[src/rtl/can_pkg.sv]
// Shared CAN receive/transmit definitions: bus levels, destuffer states and widths.
package can_pkg;

  typedef enum logic [2:0] {
    NORMAL,
    EXPECT_STUFF,
    FIXED,
    FIXED_EXPECT,
    ERROR
  } state_e;

  localparam logic CAN_RECESSIVE = 1'b1;
  localparam logic CAN_DOMINANT  = 1'b0;
  localparam int   STUFF_CNT_W   = 3;

endpackage

[src/rtl/can_run_tracker.sv]
// Last-bit register plus saturating identical-bit run counter; shared with the TX stuffer.
module can_run_tracker
  import can_pkg::*;
#(
  parameter int RUN_LEN = 5,
  parameter int CW      = $clog2(RUN_LEN + 1)
) (
  input  logic          clk_i,
  input  logic          rst_ni,
  input  logic          clr_i,
  input  logic          upd_i,
  input  logic          zero_i,
  input  logic          bit_i,
  output logic [CW-1:0] run_o,
  output logic          same_o,
  output logic          run_hit_o
);

  localparam logic [CW-1:0] RUN_MAX = CW'(RUN_LEN);

  logic          last_q, last_d, base_last;
  logic [CW-1:0] run_q, run_d, base_run, cnt_next;

  // A clear in the same cycle as an update means the bit is judged against the cleared state.
  always_comb begin
    base_last = clr_i ? CAN_RECESSIVE : last_q;
    base_run  = clr_i ? '0 : run_q;
    same_o    = (bit_i == base_last);
    if (!same_o)                  cnt_next = CW'(1);
    else if (base_run == RUN_MAX) cnt_next = base_run;
    else                          cnt_next = base_run + CW'(1);
    run_hit_o = (cnt_next == RUN_MAX);
    last_d    = upd_i ? bit_i : base_last;
    if (zero_i)     run_d = '0;
    else if (upd_i) run_d = cnt_next;
    else            run_d = base_run;
  end

  always_ff @(posedge clk_i or negedge rst_ni) begin
    if (!rst_ni) begin
      last_q <= CAN_RECESSIVE;
      run_q  <= '0;
    end else begin
      last_q <= last_d;
      run_q  <= run_d;
    end
  end

  assign run_o = run_q;

endmodule

[src/rtl/can_destuff_ext.sv]
// CAN/CAN-FD receive bit destuffer: drops dynamic and fixed stuff bits, flags stuff errors.
//   state        | meaning
//   NORMAL       | dynamic run counting, bits forwarded
//   EXPECT_STUFF | run hit RUN_LEN, next bit must be a complementary stuff bit
//   FIXED        | FD fixed-stuff region, counting data bits
//   FIXED_EXPECT | next bit must be a complementary fixed stuff bit
//   ERROR        | stuff error seen, ignoring bits until clear
module can_destuff_ext
  import can_pkg::*;
#(
  parameter int RUN_LEN   = 5,
  parameter int FIXED_LEN = 4,
  parameter int CW        = $clog2(RUN_LEN + 1)
) (
  input  logic                   i_Clock,
  input  logic                   i_Rst_n,
  input  logic                   i_Bit_Valid,
  input  logic                   i_Bit,
  input  logic                   i_Clear,
  input  logic                   i_Enable,
  input  logic                   i_Fixed_Mode,
  output logic                   o_Bit_Valid,
  output logic                   o_Bit,
  output logic                   o_Stuff_Drop,
  output logic                   o_Stuff_Err,
  output logic [CW-1:0]          o_Run_Count,
  output logic [STUFF_CNT_W-1:0] o_Stuff_Count
);

  localparam int            FW      = $clog2(FIXED_LEN + 1);
  localparam logic [FW-1:0] FIX_MAX = FW'(FIXED_LEN);

  state_e                   state_q, state_d, base_state, eff_state;
  logic [FW-1:0]            fcnt_q, fcnt_d, base_fcnt;
  logic [STUFF_CNT_W-1:0]   scnt_q, scnt_d, base_scnt;
  logic                     err_q, err_d;
  logic                     bv_q, bv_d, bit_q, bit_d, drop_q, drop_d;
  logic                     trk_upd, trk_zero, trk_same, trk_hit;

  can_run_tracker #(.RUN_LEN(RUN_LEN), .CW(CW)) u_run (
    .clk_i     (i_Clock),
    .rst_ni    (i_Rst_n),
    .clr_i     (i_Clear),
    .upd_i     (trk_upd),
    .zero_i    (trk_zero),
    .bit_i     (i_Bit),
    .run_o     (o_Run_Count),
    .same_o    (trk_same),
    .run_hit_o (trk_hit)
  );

  always_comb begin
    base_state = i_Clear ? NORMAL : state_q;
    base_fcnt  = i_Clear ? '0 : fcnt_q;
    base_scnt  = i_Clear ? '0 : scnt_q;
    state_d    = base_state;
    eff_state  = base_state;
    fcnt_d     = base_fcnt;
    scnt_d     = base_scnt;
    err_d      = i_Clear ? 1'b0 : err_q;
    bit_d      = i_Clear ? CAN_DOMINANT : bit_q;
    bv_d       = 1'b0;
    drop_d     = 1'b0;
    trk_upd    = 1'b0;
    trk_zero   = 1'b0;
    if (i_Bit_Valid && base_state != ERROR) begin
      if (!i_Enable) begin
        bv_d     = 1'b1;
        bit_d    = i_Bit;
        trk_upd  = 1'b1;
        trk_zero = 1'b1;
        fcnt_d   = '0;
        state_d  = NORMAL;
      end else begin
        // Region changes take effect on the bit that first shows the new mode.
        if (i_Fixed_Mode && (base_state == NORMAL || base_state == EXPECT_STUFF)) begin
          eff_state = FIXED_EXPECT;
          trk_zero  = 1'b1;
        end else if (!i_Fixed_Mode && (base_state == FIXED || base_state == FIXED_EXPECT)) begin
          eff_state = NORMAL;
          fcnt_d    = '0;
        end
        case (eff_state)
          NORMAL: begin
            bv_d    = 1'b1;
            bit_d   = i_Bit;
            trk_upd = 1'b1;
            state_d = trk_hit ? EXPECT_STUFF : NORMAL;
          end
          EXPECT_STUFF: begin
            if (!trk_same) begin
              drop_d  = 1'b1;
              trk_upd = 1'b1;
              scnt_d  = base_scnt + STUFF_CNT_W'(1);
              state_d = NORMAL;
            end else begin
              err_d   = 1'b1;
              state_d = ERROR;
            end
          end
          FIXED_EXPECT: begin
            if (!trk_same) begin
              drop_d   = 1'b1;
              trk_upd  = 1'b1;
              trk_zero = 1'b1;
              fcnt_d   = '0;
              state_d  = FIXED;
            end else begin
              err_d   = 1'b1;
              state_d = ERROR;
            end
          end
          FIXED: begin
            bv_d     = 1'b1;
            bit_d    = i_Bit;
            trk_upd  = 1'b1;
            trk_zero = 1'b1;
            fcnt_d   = base_fcnt + FW'(1);
            state_d  = (fcnt_d == FIX_MAX) ? FIXED_EXPECT : FIXED;
          end
          default: ;
        endcase
      end
    end
  end

  always_ff @(posedge i_Clock or negedge i_Rst_n) begin
    if (!i_Rst_n) begin
      state_q <= NORMAL;
      fcnt_q  <= '0;
      scnt_q  <= '0;
      err_q   <= 1'b0;
      bv_q    <= 1'b0;
      bit_q   <= CAN_DOMINANT;
      drop_q  <= 1'b0;
    end else begin
      state_q <= state_d;
      fcnt_q  <= fcnt_d;
      scnt_q  <= scnt_d;
      err_q   <= err_d;
      bv_q    <= bv_d;
      bit_q   <= bit_d;
      drop_q  <= drop_d;
    end
  end

  assign o_Bit_Valid   = bv_q;
  assign o_Bit         = bit_q;
  assign o_Stuff_Drop  = drop_q;
  assign o_Stuff_Err   = err_q;
  assign o_Stuff_Count = scnt_q;

endmodule
[config.mk]
export PLATFORM = sky130hd
export DESIGN_NAME = can_destuff_ext
export DESIGN_NICKNAME = d
export VERILOG_FILES = /design/src/rtl/can_pkg.sv /design/src/rtl/can_run_tracker.sv /design/src/rtl/can_destuff_ext.sv
export SDC_FILE = /design/constraint.sdc
export NUM_CORES = 1
export LEC_CHECK = 0
export ABC_AREA = 1
export CAP_MARGIN = 30
export CORE_MARGIN = 4
export CORE_UTILIZATION = 41
export DETAILED_ROUTE_END_ITERATION = 8
export MAX_ROUTING_LAYER = met4
export PLACE_DENSITY_LB_ADDON = 0.25
export RECOVER_POWER = 50
export SLEW_MARGIN = 20
export SYNTH_ARGS = -nofsm -noshare
export SYNTH_HDL_FRONTEND = slang
export SYNTH_SLANG_ARGS = --single-unit
[constraint.sdc]
create_clock -name i_Clock -period 2.2 [get_ports i_Clock]
set_clock_uncertainty 0.2 [all_clocks]
set_input_delay 0.44 -clock i_Clock [delete_from_list [all_inputs] [get_ports i_Clock]]
set_output_delay 0.44 -clock i_Clock [all_outputs]
set_load 0.01 [all_outputs]
==> flow_summary_export.csv <==
group,metric,value,unit
sta,hold_viol,0,
yosys,syn_nets,167,
route,top_layer,"met4",
sta,fin_tns_setup,0,ns
cells_and_area,antenna_cells,0,
sta,rsz0062_at_grt,"no",
clock_network,cts_tree,"done",
cells_and_area,layout_commonest_cell,"nand2_1",
clock_network,cts_hold_buf,0,
place,place_hpwl,2430,microns
cells_and_area,drive_gt1_share,26.8,%
worst_setup_path,path_class,"in2reg",
sta,setup_viol,0,
clock_network,cts.htree.levels,1,
clock_network,numCtsBuffers,3,
worst_setup_path,crit_fanout,4,
floorplan,die_area,3710,sq um
clock_network,clk_path_buf_depth,2,
sta,relSlewSlack,61.4,%
clock_network,clkSlewWorstSetupHoldPaths,0.09,ns
grt,grt_first_pass_wirelength,5150,microns
route,drc,0,
run,max-cap-violations,0,
route,drt_iter0_drc,56,
grt,antenna_found_initial,0,
sta,worst_pin_slew,0.579,ns
grt,overflow,0,
power_and_ir_drop,peakVddDrop,0.293,mV
yosys,synth-seq-area-share,37.2,%
route,via_per_inst,4.98,
route,drt-total-wl,2990,microns
floorplan,die_x,60.9,microns
route,wl_met1,1320,microns
route,wl_met2,1460,microns
power_and_ir_drop,p_leak,0.905,nW
place,numPortBuffers,16,
route,wl_per_cell,12.3,microns
grt,grt_pass1_vias,1244,
route,dr.pass1.iters,4,
place,place_area,1600,sq um
route,vias,1211,
cells_and_area,design_area,1640,sq um
cells_and_area,area_delta_synth_final,43.2,%
place,gp_congestion,0.944,
sta,final.period_utilization,92.5,%
yosys,synth_warnings,0,
yosys,syn_inst,155,
clock_network,cts_sinks,17,
clock_network,clock_latency,0.28,ns
sta,slew_violations,0,
worst_setup_path,crit_path_end_kind,"flop",
worst_setup_path,crit_chain,"dlygate4sd3_1 -> xor2_1 -> clkbuf_4 -> buf_4 -> nand3_1 -> nand3b_1 -> nand3_1 -> o21ai_0",
worst_setup_path,worstPathArrival,2.03,ns
floorplan,initial_core_util,44.6,%
worst_setup_path,crit_path_start_kind,"input port",
yosys,netlist-cell-type-count,26,
clock_network,cts_root_buf,"clkbuf_4",
worst_hold_path,min-delay-path-class,"in2async",
outcome,status,"finished clean",
sta,fmax,491,MHz
yosys,yosys_register_bits,17,
cells_and_area,fill_cells,249,
worst_setup_path,crit_top_cell,"nand3_1",
yosys,synth_area,1150,sq um
route,route.met3.wl,141,microns
grt,grt_usage,18.9,%
worst_setup_path,critPathRequiredTime,2.19,ns
grt,grt_max_degree,12,
cells_and_area,stdcell_count,243,
worst_setup_path,cp_slowest_cell,"dlygate4sd3_1",
floorplan,core,2570,sq um
floorplan,rows,18,
power_and_ir_drop,powerDensity,449,nW/um^2
cells_and_area,final_cell_mix,"42 x nand2_1, 37 x buf_4, 19 x inv_1, 17 x nor2_1, 16 x dfrtp_1",
floorplan,io_pins,17,
sta,fin_crit,2.04,ns
floorplan,fp.dieH,60.9,microns
place,dp_cells,236,
route,ant_nets,0,
yosys,avgSynthCellArea,7.39,sq um
cells_and_area,layout.nets,226,
worst_setup_path,slowest_delay,0.57,ns
worst max-delay path, delay by kind of cell:
kind / cells / cell delay [ns]
buffers and inverters: 3 / 0.90
XOR/XNOR: 1 / 0.36
AO/OA/AOI/OAI: 1 / 0.10
AND/OR/NAND/NOR: 3 / 0.22
cell families after synthesis:
| group | count (synthesis) | synth area share [%] |
|---|---|---|
| xor gates and xnor gates | 4 | 3.71 |
| AOI/OAI and AO/OA | 22 | 12.7 |
| adders and majority gates | 5 | 5.46 |
| DFF | 17 | 37.2 |
| buffers and inverters | 25 | 8.84 |
| and+or+nand+nor | 82 | 32.1 |
metrics by stage:
stage	setup slack [ns]	power (W)	utilization [%]	hold WS, ns
detailed placement	-0.280	0.000576	62.4	0.283
CTS	0.0158	0.000741	63.5	0.220
global placement	-0.230	0.000572	62.4	0.267
global route	0.100	0.000789	63.9	0.282
finish	0.164	0.000736	63.9	0.287
floorplan	0.391	0.000455	-	-0.0556
power breakdown:
part	internal (W)	switching [W]	leakage [nW]
combinational	0.000111	0.000117	0.663
sequential	0.000333	0.0000119	0.227
clock	0.0000703	0.0000932	0.0150
total	0.000514	0.000222	0.905
what timing repair did:
item | in CTS | in global routing
endpoints found under the setup margin | 0 | 7
resized for setup | 0 | 2
buffers inserted | 0 | 3
Yosys cell counts:
library cell,number,share of area (%)
nand2_1,42,14
inv_1,19,6.2
nor2_1,17,5.6
dfrtp_1,16,35
nand3_1,13,5.7
o21ai_0,7,3.1
ha_1,5,5.5
inv_2,5,1.6
a21oi_1,4,1.7
o21ai_1,4,1.7
nand4_1,3,1.6
nand2_2,2,1.1
nand3_2,2,1.7
o211ai_1,2,1.3
o21ai_2,2,1.5
xor2_1,2,1.5
a21oi_2,1,0.76
a21oi_4,1,1.4
buf_6,1,0.98
dfstp_2,1,2.3
nand2_4,1,0.98
nand3b_1,1,0.66
nor2_4,1,0.98
o211ai_2,1,1.1
xnor2_1,1,0.76
xor2_2,1,1.4
final cells by class:
type / count / area (sq um) / area share (%)
Sequential cell: 17 / 427 / 26.0
Tap cell: 30 / 37.5 / 2.29
Multi-Input combinational cell: 113 / 607 / 37.0
Clock buffer: 4 / 26.3 / 1.60
Timing Repair Buffer: 55 / 452 / 27.5
Inverter: 24 / 92.6 / 5.64
layer usage:
layer,up-vias,global-route usage [%]
met5,-,-
met4,0,5.88
met3,6,3.19
met2,34,32.5
met1,560,22.4
li1,611,-
flip-flops by register name (all words and copies together), names as in the netlist:
name / flops
state_q: 3
o_Stuff_Err: 1
o_Stuff_Drop: 1
o_Bit_Valid: 1
u_run.last_q: 1
u_run.run_o: 3
fcnt_q: 3
o_Stuff_Count: 3
o_Bit: 1
worst paths after layout:
path | cells past startpoint | from | to | slack [ns]
setup / recovery | 8 | i_Bit | fcnt_q[2]$_DFF_PN0_ | 0.16
hold / removal | 1 | i_Rst_n | u_run.run_o[2]$_DFF_PN0_ | 0.29
setup reg to reg | 8 | u_run.last_q$_DFF_PN1_ | fcnt_q[2]$_DFF_PN0_ | 0.32
hold reg to reg | 2 | o_Stuff_Err$_DFF_PN0_ | o_Stuff_Err$_DFF_PN0_ | 0.30
max in group asynchronous | 2 | i_Rst_n | fcnt_q[1]$_DFF_PN0_ | 0.70
min in group i_Clock | 2 | o_Stuff_Err$_DFF_PN0_ | o_Stuff_Err$_DFF_PN0_ | 0.30
No activity file was read; power rests on OpenSTA's default activity.
